## src/rtl/apb_cmd_master.sv

```systemverilog
// APB4 requester: turns a valid/ready command into one SETUP/ACCESS transfer and returns a response.
// Latency: 4 cycles per transfer with a zero-wait slave (handshake, SETUP, ACCESS, RESP), +1 per wait state.
// Backpressure: one transfer in flight; cmd_ready low until the response is consumed, response held while rsp_ready low.

package apb_cmd_master_pkg;
    typedef struct packed {
        logic [31:0] paddr;
        logic        psel;
        logic        penable;
        logic        pwrite;
        logic [31:0] pwdata;
        logic [3:0]  pstrb;
    } apb_req_t;

    typedef struct packed {
        logic        pready;
        logic [31:0] prdata;
        logic        pslverr;
    } apb_resp_t;
endpackage

module apb_cmd_master #(
    parameter int unsigned AddrWidth     = 32,
    parameter int unsigned DataWidth     = 32,
    parameter int unsigned TimeoutCycles = 16,
    parameter type         req_t         = apb_cmd_master_pkg::apb_req_t,
    parameter type         resp_t        = apb_cmd_master_pkg::apb_resp_t,
    parameter int unsigned StrbWidth     = DataWidth / 8
) (
    input  logic                 pclk_i,
    input  logic                 preset_i,
    input  logic                 cmd_valid_i,
    output logic                 cmd_ready_o,
    input  logic [AddrWidth-1:0] cmd_addr_i,
    input  logic                 cmd_write_i,
    input  logic [DataWidth-1:0] cmd_wdata_i,
    input  logic [StrbWidth-1:0] cmd_strb_i,
    output logic                 rsp_valid_o,
    input  logic                 rsp_ready_i,
    output logic [DataWidth-1:0] rsp_rdata_o,
    output logic                 rsp_err_o,
    output logic                 rsp_timeout_o,
    output req_t                 apb_req_o,
    input  resp_t                apb_resp_i
);

    // Wait counter is wide enough to hold TimeoutCycles; at least one bit when the timeout is disabled.
    localparam int unsigned CntWidth = (TimeoutCycles == 0) ? 1 : $clog2(TimeoutCycles + 1);
    localparam logic [CntWidth-1:0] TimeoutVal = CntWidth'(TimeoutCycles);

    typedef enum logic [1:0] {
        IDLE   = 2'd0,
        SETUP  = 2'd1,
        ACCESS = 2'd2,
        RESP   = 2'd3
    } state_t;

    state_t                 state_q;
    logic [AddrWidth-1:0]   paddr_q;
    logic                   pwrite_q;
    logic [DataWidth-1:0]   pwdata_q;
    logic [StrbWidth-1:0]   pstrb_q;
    logic                   psel_q;
    logic                   penable_q;
    logic                   rsp_valid_q;
    logic                   rsp_err_q;
    logic                   rsp_timeout_q;
    logic [DataWidth-1:0]   rsp_rdata_q;
    logic [CntWidth-1:0]    cnt_q;
    logic [CntWidth-1:0]    cnt_inc;

    // Saturating increment so a disabled or very long timeout never wraps the counter.
    assign cnt_inc = (cnt_q == {CntWidth{1'b1}}) ? cnt_q : cnt_q + 1'b1;

    assign cmd_ready_o   = (state_q == IDLE) && !preset_i;
    assign rsp_valid_o   = rsp_valid_q;
    assign rsp_rdata_o   = rsp_rdata_q;
    assign rsp_err_o     = rsp_err_q;
    assign rsp_timeout_o = rsp_timeout_q;

    // Pack the registered request fields onto the APB request bus.
    always_comb begin
        apb_req_o         = '0;
        apb_req_o.paddr   = paddr_q;
        apb_req_o.psel    = psel_q;
        apb_req_o.penable = penable_q;
        apb_req_o.pwrite  = pwrite_q;
        apb_req_o.pwdata  = pwdata_q;
        apb_req_o.pstrb   = pstrb_q;
    end

    // Transfer sequencer: all APB and response outputs are registered here.
    always_ff @(posedge pclk_i) begin
        if (preset_i) begin
            state_q       <= IDLE;
            paddr_q       <= '0;
            pwrite_q      <= 1'b0;
            pwdata_q      <= '0;
            pstrb_q       <= '0;
            psel_q        <= 1'b0;
            penable_q     <= 1'b0;
            rsp_valid_q   <= 1'b0;
            rsp_err_q     <= 1'b0;
            rsp_timeout_q <= 1'b0;
            rsp_rdata_q   <= '0;
            cnt_q         <= '0;
        end else begin
            case (state_q)
                IDLE: begin
                    if (cmd_valid_i) begin
                        paddr_q  <= cmd_addr_i;
                        pwrite_q <= cmd_write_i;
                        // Reads never drive data or strobes onto the bus.
                        pwdata_q <= cmd_write_i ? cmd_wdata_i : '0;
                        pstrb_q  <= cmd_write_i ? cmd_strb_i : '0;
                        psel_q   <= 1'b1;
                        cnt_q    <= '0;
                        state_q  <= SETUP;
                    end
                end
                SETUP: begin
                    penable_q <= 1'b1;
                    state_q   <= ACCESS;
                end
                ACCESS: begin
                    // A completion in the same cycle as the limit wins over the timeout.
                    if (apb_resp_i.pready) begin
                        rsp_rdata_q   <= pwrite_q ? '0 : apb_resp_i.prdata;
                        rsp_err_q     <= apb_resp_i.pslverr;
                        rsp_timeout_q <= 1'b0;
                        rsp_valid_q   <= 1'b1;
                        psel_q        <= 1'b0;
                        penable_q     <= 1'b0;
                        state_q       <= RESP;
                    end else begin
                        cnt_q <= cnt_inc;
                        if ((TimeoutCycles != 0) && (cnt_inc == TimeoutVal)) begin
                            rsp_rdata_q   <= '0;
                            rsp_err_q     <= 1'b1;
                            rsp_timeout_q <= 1'b1;
                            rsp_valid_q   <= 1'b1;
                            psel_q        <= 1'b0;
                            penable_q     <= 1'b0;
                            state_q       <= RESP;
                        end
                    end
                end
                RESP: begin
                    if (rsp_ready_i) begin
                        rsp_valid_q <= 1'b0;
                        state_q     <= IDLE;
                    end
                end
                default: state_q <= IDLE;
            endcase
        end
    end

endmodule

```

## config.mk

```make
export PLATFORM = sky130hd
export DESIGN_NAME = apb_cmd_master
export DESIGN_NICKNAME = d
export VERILOG_FILES = /design/src/rtl/apb_cmd_master.sv
export SDC_FILE = /design/constraint.sdc
export NUM_CORES = 1
export LEC_CHECK = 0
export BUFFER_PORTS_ARGS = -buffer_cell sky130_fd_sc_hd__buf_2
export CAP_MARGIN = 20
export CELL_PAD_IN_SITES_DETAIL_PLACEMENT = 0
export CELL_PAD_IN_SITES_GLOBAL_PLACEMENT = 1
export CORE_MARGIN = 2
export CORE_UTILIZATION = 32
export DETAILED_ROUTE_END_ITERATION = 12
export GPL_TIMING_DRIVEN = 0
export PLACE_DENSITY = 0.81
export SETUP_SLACK_MARGIN = 0.2
export SLEW_MARGIN = 20
export SYNTH_ARGS = -nofsm -noshare
export SYNTH_HDL_FRONTEND = slang
export SYNTH_SLANG_ARGS = --single-unit
```

## constraint.sdc

```tcl
create_clock -name pclk_i -period 2.28 [get_ports pclk_i]
set_input_delay 0.228 -clock pclk_i [delete_from_list [all_inputs] [get_ports pclk_i]]
set_output_delay 0.228 -clock pclk_i [all_outputs]
set_load 0.01 [all_outputs]
```

Yosys cells after proc, flatten, opt, wreduce, memory -nomap -nowiden
Index checks and enable logic that the tools add are counted.

storage, ports and cells
  register bits after elaboration = 113
  bits of input ports = 107

cells by class
  add/sub/neg operators = 1
  equality and inequality tests = 9
  muxes and demuxes = 25
  reduce and logical (&&, ||, !) cells = 14

operators by type and width
  kind                                                              number
  32-bit 2-to-1 mux                                                 4
  5-bit 2-to-1 mux                                                  3
  3-bit AND reduction                                               4
  5-bit == test (second input constant)                             2
  5-bit one-hot mux with 2 select lines                             1
  1-bit 2-to-1 mux                                                  8
  2-bit 2-to-1 mux                                                  4
  2-bit one-hot mux with 4 select lines                             1
  2-bit nonzero test                                                4
  2-bit != test (second input constant)                             3
  1-bit one-hot mux with 2 select lines                             3
  2-bit AND reduction                                               3
  5-bit by 1-bit adder with 5-bit output (second input constant)    1
  2-bit == test (second input constant)                             2
  4-bit 2-to-1 mux                                                  1
  3-bit != test (second input constant)                             1
  2-bit by 1-bit == test with 1-bit output (second input constant)  1
  2-bit zero test                                                   1
  1-bit logical AND                                                 1
  1-bit zero test                                                   1

Longest topological paths before layout
Gate-level depths: netlist of run 1.

  depth in word-level cells = 6
  mapped depth = 8
  mapped depth without buffers = 7

Worst setup path after synthesis of run 1
OpenSTA, ideal clock, no wires.

  path type = register to register
  from = reg cnt_q[1]
  to = reg rsp_rdata_q[10] (netlist: rsp_rdata_o[10])
  library setup time = 0.060 ns
  data arrival time = 1.890 ns
  required time = 2.220 ns
  path slack = 0.331 ns
  cell stages (with the launch flop) = 8
  path buffers = 1
  clock period less this slack = 1.949 ns
  path through = dfxtp_1 ha_1 and4_4 mux2i_2 a22oi_4 a21oi_2 buf_6 a22o_1

on the way
  longest elaborated chain between the ends = 5
  elaborated cells between the ends (all ways) = 6

RTL lines
  element                                                                  RTL line  source
  start, declared                                                          69        logic [CntWidth-1:0] cnt_q;
  start signal, assigned                                                   136       cnt_q <= cnt_inc;
  5-bit by 1-bit adder with 5-bit output or 5-bit == test (tied branches)  73        assign cnt_inc = (cnt_q == {CntWidth{1'b1}}) ? cnt_q : cnt_q + 1'b1;
  5-bit 2-to-1 mux *                                                       73
  5-bit == test *                                                          137       if ((TimeoutCycles != 0) && (cnt_inc == TimeoutVal)) begin
  2-bit nonzero test (no source line) *                                    n/a
  2-bit AND reduction (no source line) *                                   n/a
  end signal, assigned                                                     128       rsp_rdata_q <= pwrite_q ? '0 : apb_resp_i.prdata;
  end, declared                                                            68        logic [DataWidth-1:0] rsp_rdata_q;

Every way passes the cells marked *; elsewhere a longest branch is shown, timed or not.
A chain may end at the register's enable or synchronous reset.

Worst setup path in the final report of run 1
  from = reg cnt_q[1]
  to = reg rsp_rdata_q[17] (netlist: rsp_rdata_o[17])

Same word-level chain as after synthesis.

==> results of run 1 <==
final timing paths:
path / from / to / cells after the start
setup / recovery: cnt_q[1] / rsp_rdata_o[17] / 7
hold / removal: apb_resp_i[24] / rsp_rdata_o[23] / 2
setup reg to reg: cnt_q[1] / rsp_rdata_o[17] / 7
hold reg to reg: pstrb_q[3] / pstrb_q[3] / 2
synthesized netlist by cell type, drive strengths merged:
cell / count
a211o: 1
a211oi: 3
a21oi: 82
a221oi: 1
a22o: 32
a22oi: 1
a311oi: 1
a31oi: 2
and2: 1
and3: 1
and4: 1
buf: 7
clkbuf: 32
dfxtp: 113
ha: 5
inv: 8
mux2: 1
mux2i: 3
nand2: 110
nand2b: 4
nand3: 40
nand3b: 1
nor2: 6
nor2b: 4
nor3: 5
o211ai: 1
o21ai: 2
o31ai: 1
or2: 1
xnor2: 1
worst reg2reg max path, cell delays in order, from the launching register on:
cell	delay, ps
dfxtp_4	370
ha_4	190
or2_1	200
a211o_1	310
a22oi_4	250
a21oi_4	130
buf_6	160
a22o_1	250
stage by stage:
stage,hold slack [ps],area [µm²],total power (µW)
2_1_floorplan,324,4140,3270
3_3_place_gp,437,5420,3830
3_5_place_dp,441,5420,3870
4_1_cts,11.5,6010,6450
5_1_grt,16.5,6050,6760
6_report,26.7,6050,6410
repair_timing:
item | 4_1_cts | 5_1_grt
gates cloned | 0 | 0
gates resized for setup | 6 | 20
buffers inserted | 0 | 1
pin swaps | 1 | 3
hold buffers | 0 | 0
setup endpoints to repair | 48 | 83
cell families (layout without fill, tap and decap cells):
logic type	count (synthesis)	count (layout)	synth area share
AND/OR/NAND/NOR	174	174	0.181
AO/OA/AOI/OAI	127	127	0.194
flip-flops	113	113	0.546
buffers and inverters	47	291	0.0511
adder cells (fa/ha/maj)	5	5	0.0151
multiplexers	4	4	0.0109
XOR/XNOR	1	1	0.00212
final cells by class:
cell class,count,area [µm²]
Inverter,8,30.0
Fill cell,1250,6570
Clock buffer,20,457
Timing Repair Buffer,213,1070
Multi-Input combinational cell,311,1700
Sequential cell,113,2270
Tap cell,172,215
Clock inverter,11,114
Buffer,39,194
layer usage:
layer / routed length (µm) / global-route usage / vias up
met5: 0 / 0 / -
met4: 194 / 0.0753 / 0
met3: 941 / 0.0577 / 17
met2: 6230 / 0.312 / 160
met1: 5580 / 0.232 / 1953
li1: - / - / 2088
power breakdown:
| group | switching [µW] | internal [µW] | total, µW |
|---|---|---|---|
| clock network | 908 | 1640 | 2550 |
| registers | 140 | 2220 | 2360 |
| logic | 921 | 581 | 1500 |
registers in the layout, indices dropped and copies added (netlist names):
signal and flops:
rsp_timeout_o 1, pstrb_q 4, rsp_err_o 1, rsp_valid_o 1, penable_q 1, pwdata_q 32
cnt_q 5, state_q 2, paddr_q 32, pwrite_q 1, psel_q 1, rsp_rdata_o 32
==> reports/metrics.csv, run 1 <==
metric,value,unit
syn_area,4140,µm²
diodes,0,
powerDensity,1060,nW/µm²
grt_usage,0.190,
drc,0,
num_vias,4218,
r2r_slack,300,ps
clk_pin_slew,50,ps
final_common_cell,buf_2,
slew_headroom,0.604,
crit_fanout,10,
irDropWorstVdd,0.000445,V
crit_required,2570,ps
path_class,flop to flop,
wl,12900,µm
min_path_type,input port to flop,
hold_violations,0,
status,completed,
dpl.hpwl,9520,µm
clock-root-buffer,clkbuf_16,
final_max_slew_viol_count,0,
cts_buffers,17,
cts_tree,yes,
dp.cells,855,
initialDrtViolationCount,206,
path_delay_family,compound AO/OA/AOI/OAI gates,
die_x,118,µm
syn_nets,583,
core,12600,µm²
gp_congestion,0.857,
synth_top_cell_area_share,0.546,
ys_types,34,
fin_util,0.479,
cp_num_buf_inv,1,
final_layout_size_suffix_gt1_frac,0.376,
max-cap-violations,0,
fin_worst_skew,6.93,ps
period_needed,1980,ps
cts_buffer_depth,2,
fin_ws,304,ps
avgViaCountPerCell,4.76,
wire_per_inst,14.6,µm
yosysSeqAreaShare,0.546,
area_growth,46.0,%
dp_slack,13.2,ps
num_io_pins,214,
grt_pass1_vias,4079,
grt_max_degree,17,
p_leak,0.00280,µW
yosysTopAreaCell,dfxtp_1,
antenna_found_initial,0,
worstSkewPairLatency,410,ps
initial_core_util,0.328,
yosys_warnings,0,
setup-tns-final,0,ps
worst_path_max_delay_cell,dfxtp_4,
instances_no_fill,887,
grt_setup_unrepaired,false,
die_y,118,µm
critPathArrivalTime,2270,ps
ys_seq_elements,113,
dieArea,13900,µm²
grt-ovfl-total,0,
grt_pass1_wl,20900,µm
finalSetupViolations,0,
port_buffers,212,
avgSynthCellArea,8.79,µm²
cp_cell_sequence,ha_4 -> or2_1 -> a211o_1 -> a22oi_4 -> a21oi_4 -> buf_6 -> a22o_1,
cp-end-kind,flop,
worst_pin_slew,594,ps
fin_crit_sh,0.867,
slowest_delay,370,ps
cts_sinks,113,
postRouteAntennaNets,0,
cts-htree-levels,4,
synth_area_leaders,"dfxtp_1 (55%), nand2_1 (10%), a21oi_1 (9.8%)",
synthCells,471,
final_cell_mix,"buf_2 (213), dfxtp_1 (111), nand2_1 (110), a21oi_1 (81), nand3_1 (40)",
crit_path_start_kind,flop,
finalNetCount,815,
first_pass_iters,4,
rows,41,
fmax,506,MHz
(Power assumes the default switching activity.)
==> run 2, diff against run 1 <==
--- a/config.mk
+++ b/config.mk
@@ -9,12 +9,14 @@
 export CAP_MARGIN = 20
 export CELL_PAD_IN_SITES_DETAIL_PLACEMENT = 0
 export CELL_PAD_IN_SITES_GLOBAL_PLACEMENT = 1
+export CORE_ASPECT_RATIO = 2
 export CORE_MARGIN = 2
 export CORE_UTILIZATION = 32
 export DETAILED_ROUTE_END_ITERATION = 12
 export GPL_TIMING_DRIVEN = 0
 export PLACE_DENSITY = 0.81
 export SETUP_SLACK_MARGIN = 0.2
+export SKIP_CTS_REPAIR_TIMING = 1
 export SLEW_MARGIN = 20
 export SYNTH_ARGS = -nofsm -noshare
 export SYNTH_HDL_FRONTEND = slang
==> run 2 against run 1 <==
Compared with the run above:
- critical path depth unchanged
- largest power group unchanged
- clock power barely moved
- fmax decreased by 1.5%
- flip-flop and latch count unchanged
- wire length is 4.4% higher
- die area rose by 0.40%
==> reports/metrics.csv, run 2 (synthesis results as in run 1) <==
metric,value,unit,change
status,completed,,
worstSkewPairLatency,400,ps,about the same
dp_slack,-0.478,ps,-13.7 ps
whs_endpoint,rsp_rdata_o[14],,
crit_fanout,10,,unchanged
diodes,0,,unchanged
cts-htree-levels,4,,unchanged
port_buffers,212,,unchanged
cp_cell_sequence,ha_4 -> or2_1 -> a211o_1 -> a22oi_4 -> a21oi_4 -> buf_6 -> a22o_1,,
slew_headroom,0.624,,+0.0199
worst_path_max_delay_cell,dfxtp_2,,
fin_ws,274,ps,-30.3 ps
placed_area,5390,µm²,-0.51%
final_cell_mix,"buf_2 (213), dfxtp_1 (111), nand2_1 (110), a21oi_1 (81), nand3_1 (40)",,
crit_required,2570,ps,about the same
cts_buffer_depth,2,,unchanged
num_vias,4214,,-0.095%
irDropWorstVdd,0.000625,V,+40%
r2r-start,cnt_q[1],,
p_leak,0.00278,µW,-0.74%
hold_start,apb_resp_i[15],,
min_path_type,input port to flop,,
cts_tree,yes,,
core,12600,µm²,about the same
path_delay_family,compound AO/OA/AOI/OAI gates,,
hold_violations,0,,unchanged
cp-end-kind,flop,,
cts_buffers,17,,unchanged
avgViaCountPerCell,4.87,,+2.4%
grt_usage,0.188,,-0.00135
first_pass_iters,4,,unchanged
holdPathStages,2,,unchanged
final_common_cell,buf_2,,
period_needed,2010,ps,+30.3 ps
grt_pass1_wl,20700,µm,-0.70%
max-cap-violations,0,,unchanged
fin_crit_sh,0.880,,+0.0133
cp_num_buf_inv,1,,unchanged
drc,0,,unchanged
critPathArrivalTime,2300,ps,+30 ps
die_y,165,µm,+40%
clk_pin_slew,50,ps,about the same
initial_core_util,0.328,,about the same
rows,58,,+41%
gp_congestion,0.777,,-9.4%
path_class,flop to flop,,
finalNetCount,814,,-0.12%
postRouteAntennaNets,0,,unchanged
crit_path_start_kind,flop,,
fin_worst_skew,6.64,ps,-0.284 ps
cts_sinks,113,,unchanged
power,6390,µW,-0.36%
r2r_cells,7,,unchanged
worst_pin_slew,564,ps,-29.9 ps
fin_area,6000,µm²,-0.74%
dp.cells,833,,-2.6%
grt_max_degree,17,,unchanged
dpl.hpwl,10400,µm,+9.3%
num_io_pins,214,,unchanged
grt_setup_unrepaired,false,,
final_layout_size_suffix_gt1_frac,0.373,,-0.00280
r2r-end,rsp_rdata_o[17],,
initialDrtViolationCount,102,,-50%
slowest_delay,370,ps,about the same
wl,13500,µm,+4.4%
antenna_found_initial,0,,unchanged
clock-root-buffer,clkbuf_16,,
final_max_slew_viol_count,0,,unchanged
grt-ovfl-total,0,,unchanged
grt_pass1_vias,4238,,+3.9%
area_growth,44.9,%,
r2r_slack,270,ps,-30 ps
dieArea,13900,µm²,+0.40%
fmax,498,MHz,-1.5%
finalSetupViolations,0,,unchanged
instances_no_fill,865,,-2.5%
powerDensity,1070,nW/µm²,+0.39%
die_x,84.4,µm,-28%
wire_per_inst,15.6,µm,+7.0%
==> run 2: layout make-up <==
class                           instances  area [µm²]
Clock buffer                           19         433
Buffer                                 39         193
Sequential cell                       113        2260
Tap cell                              150         188
Inverter                                8        30.0
Timing Repair Buffer                  212        1060
Fill cell                            1269        6630
Multi-Input combinational cell        311        1690
Clock inverter                         13         140
==> run 2: metal layers <==
layer  routed length (µm)  global-route usage  vias up
met5                    0                   0        -
met4                  342              0.0916        0
met3                  686              0.0455       24
met2                 7720               0.366      144
met1                 4770               0.181     1965
li1                     -                   -     2081
==> run 2: how the worst max path moves through the flow <==
| stage | from | to | slack, ps | depth (start not counted) |
|---|---|---|---|---|
| floorplan | cnt_q[1] | rsp_rdata_o[10] | 330 | 7 |
| global placement | cnt_q[1] | rsp_rdata_o[18] | 90 | 7 |
| detailed placement | cnt_q[1] | rsp_rdata_o[17] | -0.5 | 7 |
| CTS | cnt_q[1] | rsp_rdata_o[17] | -30 | 7 |
| global route | cnt_q[1] | rsp_rdata_o[12] | 180 | 7 |
| finish | cnt_q[1] | rsp_rdata_o[17] | 270 | 7 |
==> run 2: power breakdown <==
| part | switching (µW) | internal [µW] | total (µW) |
|---|---|---|---|
| clock network | 933 | 1600 | 2540 |
| logic | 923 | 573 | 1500 |
| registers | 136 | 2220 | 2360 |
==> run 2: per-stage QoR <==
| stage | utilization | hold slack, ps | TNS, ps |
|---|---|---|---|
| floorplan | - | 324 | 0 |
| global placement | 0.427 | 438 | 0 |
| detailed placement | 0.427 | 441 | -0.478 |
| CTS | 0.472 | 23.3 | -377 |
| global route | 0.475 | 24.0 | 0 |
| finish | 0.475 | 35.6 | 0 |
==> run 2: worst reg2reg max path, cell delays in order (launching register included) <==
cell and delay (ps):
dfxtp_2 370, ha_4 200, or2_1 200, a211o_1 340, a22oi_4 250, a21oi_4 140
buf_6 170, a22o_1 230
==> run 3, diff against run 2 <==
==> constraint.sdc (replaced) <==
create_clock -name pclk_i -period 2.2 [get_ports pclk_i]
set_input_delay 0.22 -clock pclk_i [delete_from_list [all_inputs] [get_ports pclk_i]]
set_output_delay 0.22 -clock pclk_i [all_outputs]
set_load 0.01 [all_outputs]
==> run 3 against run 2 <==
Compared with the run above:
- die area stayed put
- non-clock buffer count is 8 higher
- fmax is 0.93% lower
- hold slack worse by 11 ps
- global-route usage stayed put
- first-iteration DRC count is 0.98% higher
- clock-buffer cell count stayed put
- clock skew is 1.4 ps higher
- core utilization is 0.92 points higher
- critical path depth is 1 higher
- critical endpoint unchanged
==> reports/metrics.csv, run 3 (synthesis results as in run 1) <==
metric,value,unit,change
grt_setup_unrepaired,true,,
core,12600,µm²,unchanged
clk_pin_slew,60,ps,about the same
hold_violations,0,,unchanged
path_delay_family,compound AO/OA/AOI/OAI gates,,
finalNetCount,822,,+0.98%
die_y,165,µm,unchanged
slowest_delay,360,ps,about the same
drc,0,,unchanged
r2r_slack,170,ps,-100 ps
diodes,0,,unchanged
finalSetupViolations,0,,unchanged
max-cap-violations,0,,unchanged
use_met1,0.181,,unchanged
cts-htree-levels,4,,unchanged
rows,58,,unchanged
cts_buffer_depth,2,,unchanged
dpl.hpwl,10400,µm,unchanged
grt-busiest-layer,met2,,
gr-usage-met3,0.0455,,unchanged
antenna_found_initial,0,,unchanged
min_path_type,input port to flop,,
fin_crit_sh,0.921,,+0.0406
crit_path_start_kind,flop,,
dp.cells,833,,unchanged
slew_headroom,0.616,,-0.00768
gr-usage-met2,0.366,,unchanged
clock-root-buffer,clkbuf_16,,
die_x,84.4,µm,unchanged
path_class,flop to flop,,
grt-ovfl-total,0,,unchanged
crit_required,2500,ps,-70 ps
avgViaCountPerCell,4.88,,+0.24%
grt_usage,0.188,,unchanged
dieArea,13900,µm²,unchanged
dp_slack,-80.5,ps,-80.0 ps
cts_tree,yes,,
cp_num_buf_inv,2,,+1
initial_core_util,0.328,,unchanged
whs,24.5,ps,-11.1 ps
period_needed,2030,ps,+18.9 ps
num_io_pins,214,,unchanged
grt_pass1_wl,20700,µm,unchanged
fin_ws,175,ps,-98.9 ps
multi_input_area,1710,µm²,+0.89%
wire_per_inst,15.7,µm,+0.78%
powerDensity,1090,nW/µm²,+2.8%
initialDrtViolationCount,103,,+0.98%
critPathArrivalTime,2320,ps,+20 ps
wl,13700,µm,+1.7%
crit_fanout,7,,-3
instances_no_fill,873,,+0.92%
cts_buffers,17,,unchanged
gp_congestion,0.777,,unchanged
register_area,2270,µm²,+0.22%
grt_pass1_vias,4238,,unchanged
port_buffers,212,,unchanged
num_vias,4263,,+1.2%
final_max_slew_viol_count,0,,unchanged
fin_worst_skew,7.99,ps,+1.35 ps
power,6700,µW,+4.8%
cp-end-kind,flop,,
final_cell_mix,"buf_2 (213), dfxtp_1 (111), nand2_1 (110), a21oi_1 (81), nand3_1 (40)",,
irDropWorstVdd,0.000646,V,+3.3%
first_pass_iters,4,,unchanged
p_leak,0.00283,µW,+2.1%
fmax,494,MHz,-0.93%
final_common_cell,buf_2,,
worstSkewPairLatency,410,ps,about the same
cp_cell_sequence,ha_4 -> or2_1 -> a211o_1 -> a22oi_4 -> a21oi_4 -> buf_12 -> buf_6 -> a22o_1,,
final_layout_size_suffix_gt1_frac,0.383,,+0.00970
postRouteAntennaNets,0,,unchanged
area_growth,47.7,%,
worst_pin_slew,576,ps,+11.5 ps
status,completed,,
fill_cells,1255,,-1.1%
grt_max_degree,17,,unchanged
cts_sinks,113,,unchanged
worst_path_max_delay_cell,dfxtp_4,,
-- run 3: changes by cell type in the layout (fill, tap and decap cells not counted), sizes merged --
cell / previous run / this run
buf: 219 / 227
-- run 3: worst register-to-register path: stages (launching register included) --
cell	delay, ps
dfxtp_4	360
ha_4	180
or2_1	220
a211o_1	300
a22oi_4	240
a21oi_4	110
buf_12	160
buf_6	130
a22o_1	230
-- run 3: worst paths after layout --
path | from | endpoint | cells past startpoint
max | cnt_q[0] | rsp_rdata_o[17] | 8
min reg2reg | paddr_q[13] | paddr_q[13] | 2
max reg2reg | cnt_q[0] | rsp_rdata_o[17] | 8
min | apb_resp_i[15] | rsp_rdata_o[14] | 2
-- run 3: cell type report --
| type | instances | share of cell area |
|---|---|---|
| tap | 150 | 0.0307 |
| sequential | 113 | 0.371 |
| multi-input combinational | 311 | 0.279 |
| buffer | 39 | 0.0317 |
| inverter | 8 | 0.00491 |
| timing repair buffer | 220 | 0.189 |
| clock buffer | 19 | 0.0708 |
| clock inverter | 13 | 0.0229 |
-- run 3: power by group --
part / total (µW) / leakage (µW) / switching, µW / internal [µW]
logic: 1620 / 0.00164 / 980 / 636
registers: 2440 / 0.000921 / 140 / 2300
clock network: 2640 / 0.000269 / 975 / 1660
total: 6700 / 0.00283 / 2090 / 4600
-- run 3: routing by layer --
layer,vias to the layer above,share of wire
li1,2094,-
met1,1992,0.35
met2,152,0.57
met3,25,0.051
met4,0,0.024
met5,-,0
-- run 3: through the flow --
stage | utilization | cell area (µm²) | setup TNS [ps]
after CTS | 0.472 | 5960 | -2780
final | 0.484 | 6120 | 0
after global placement | 0.427 | 5390 | 0
after floorplan | - | 4140 | 0
after global routing | 0.484 | 6120 | 0
after detailed placement | 0.427 | 5390 | -1930
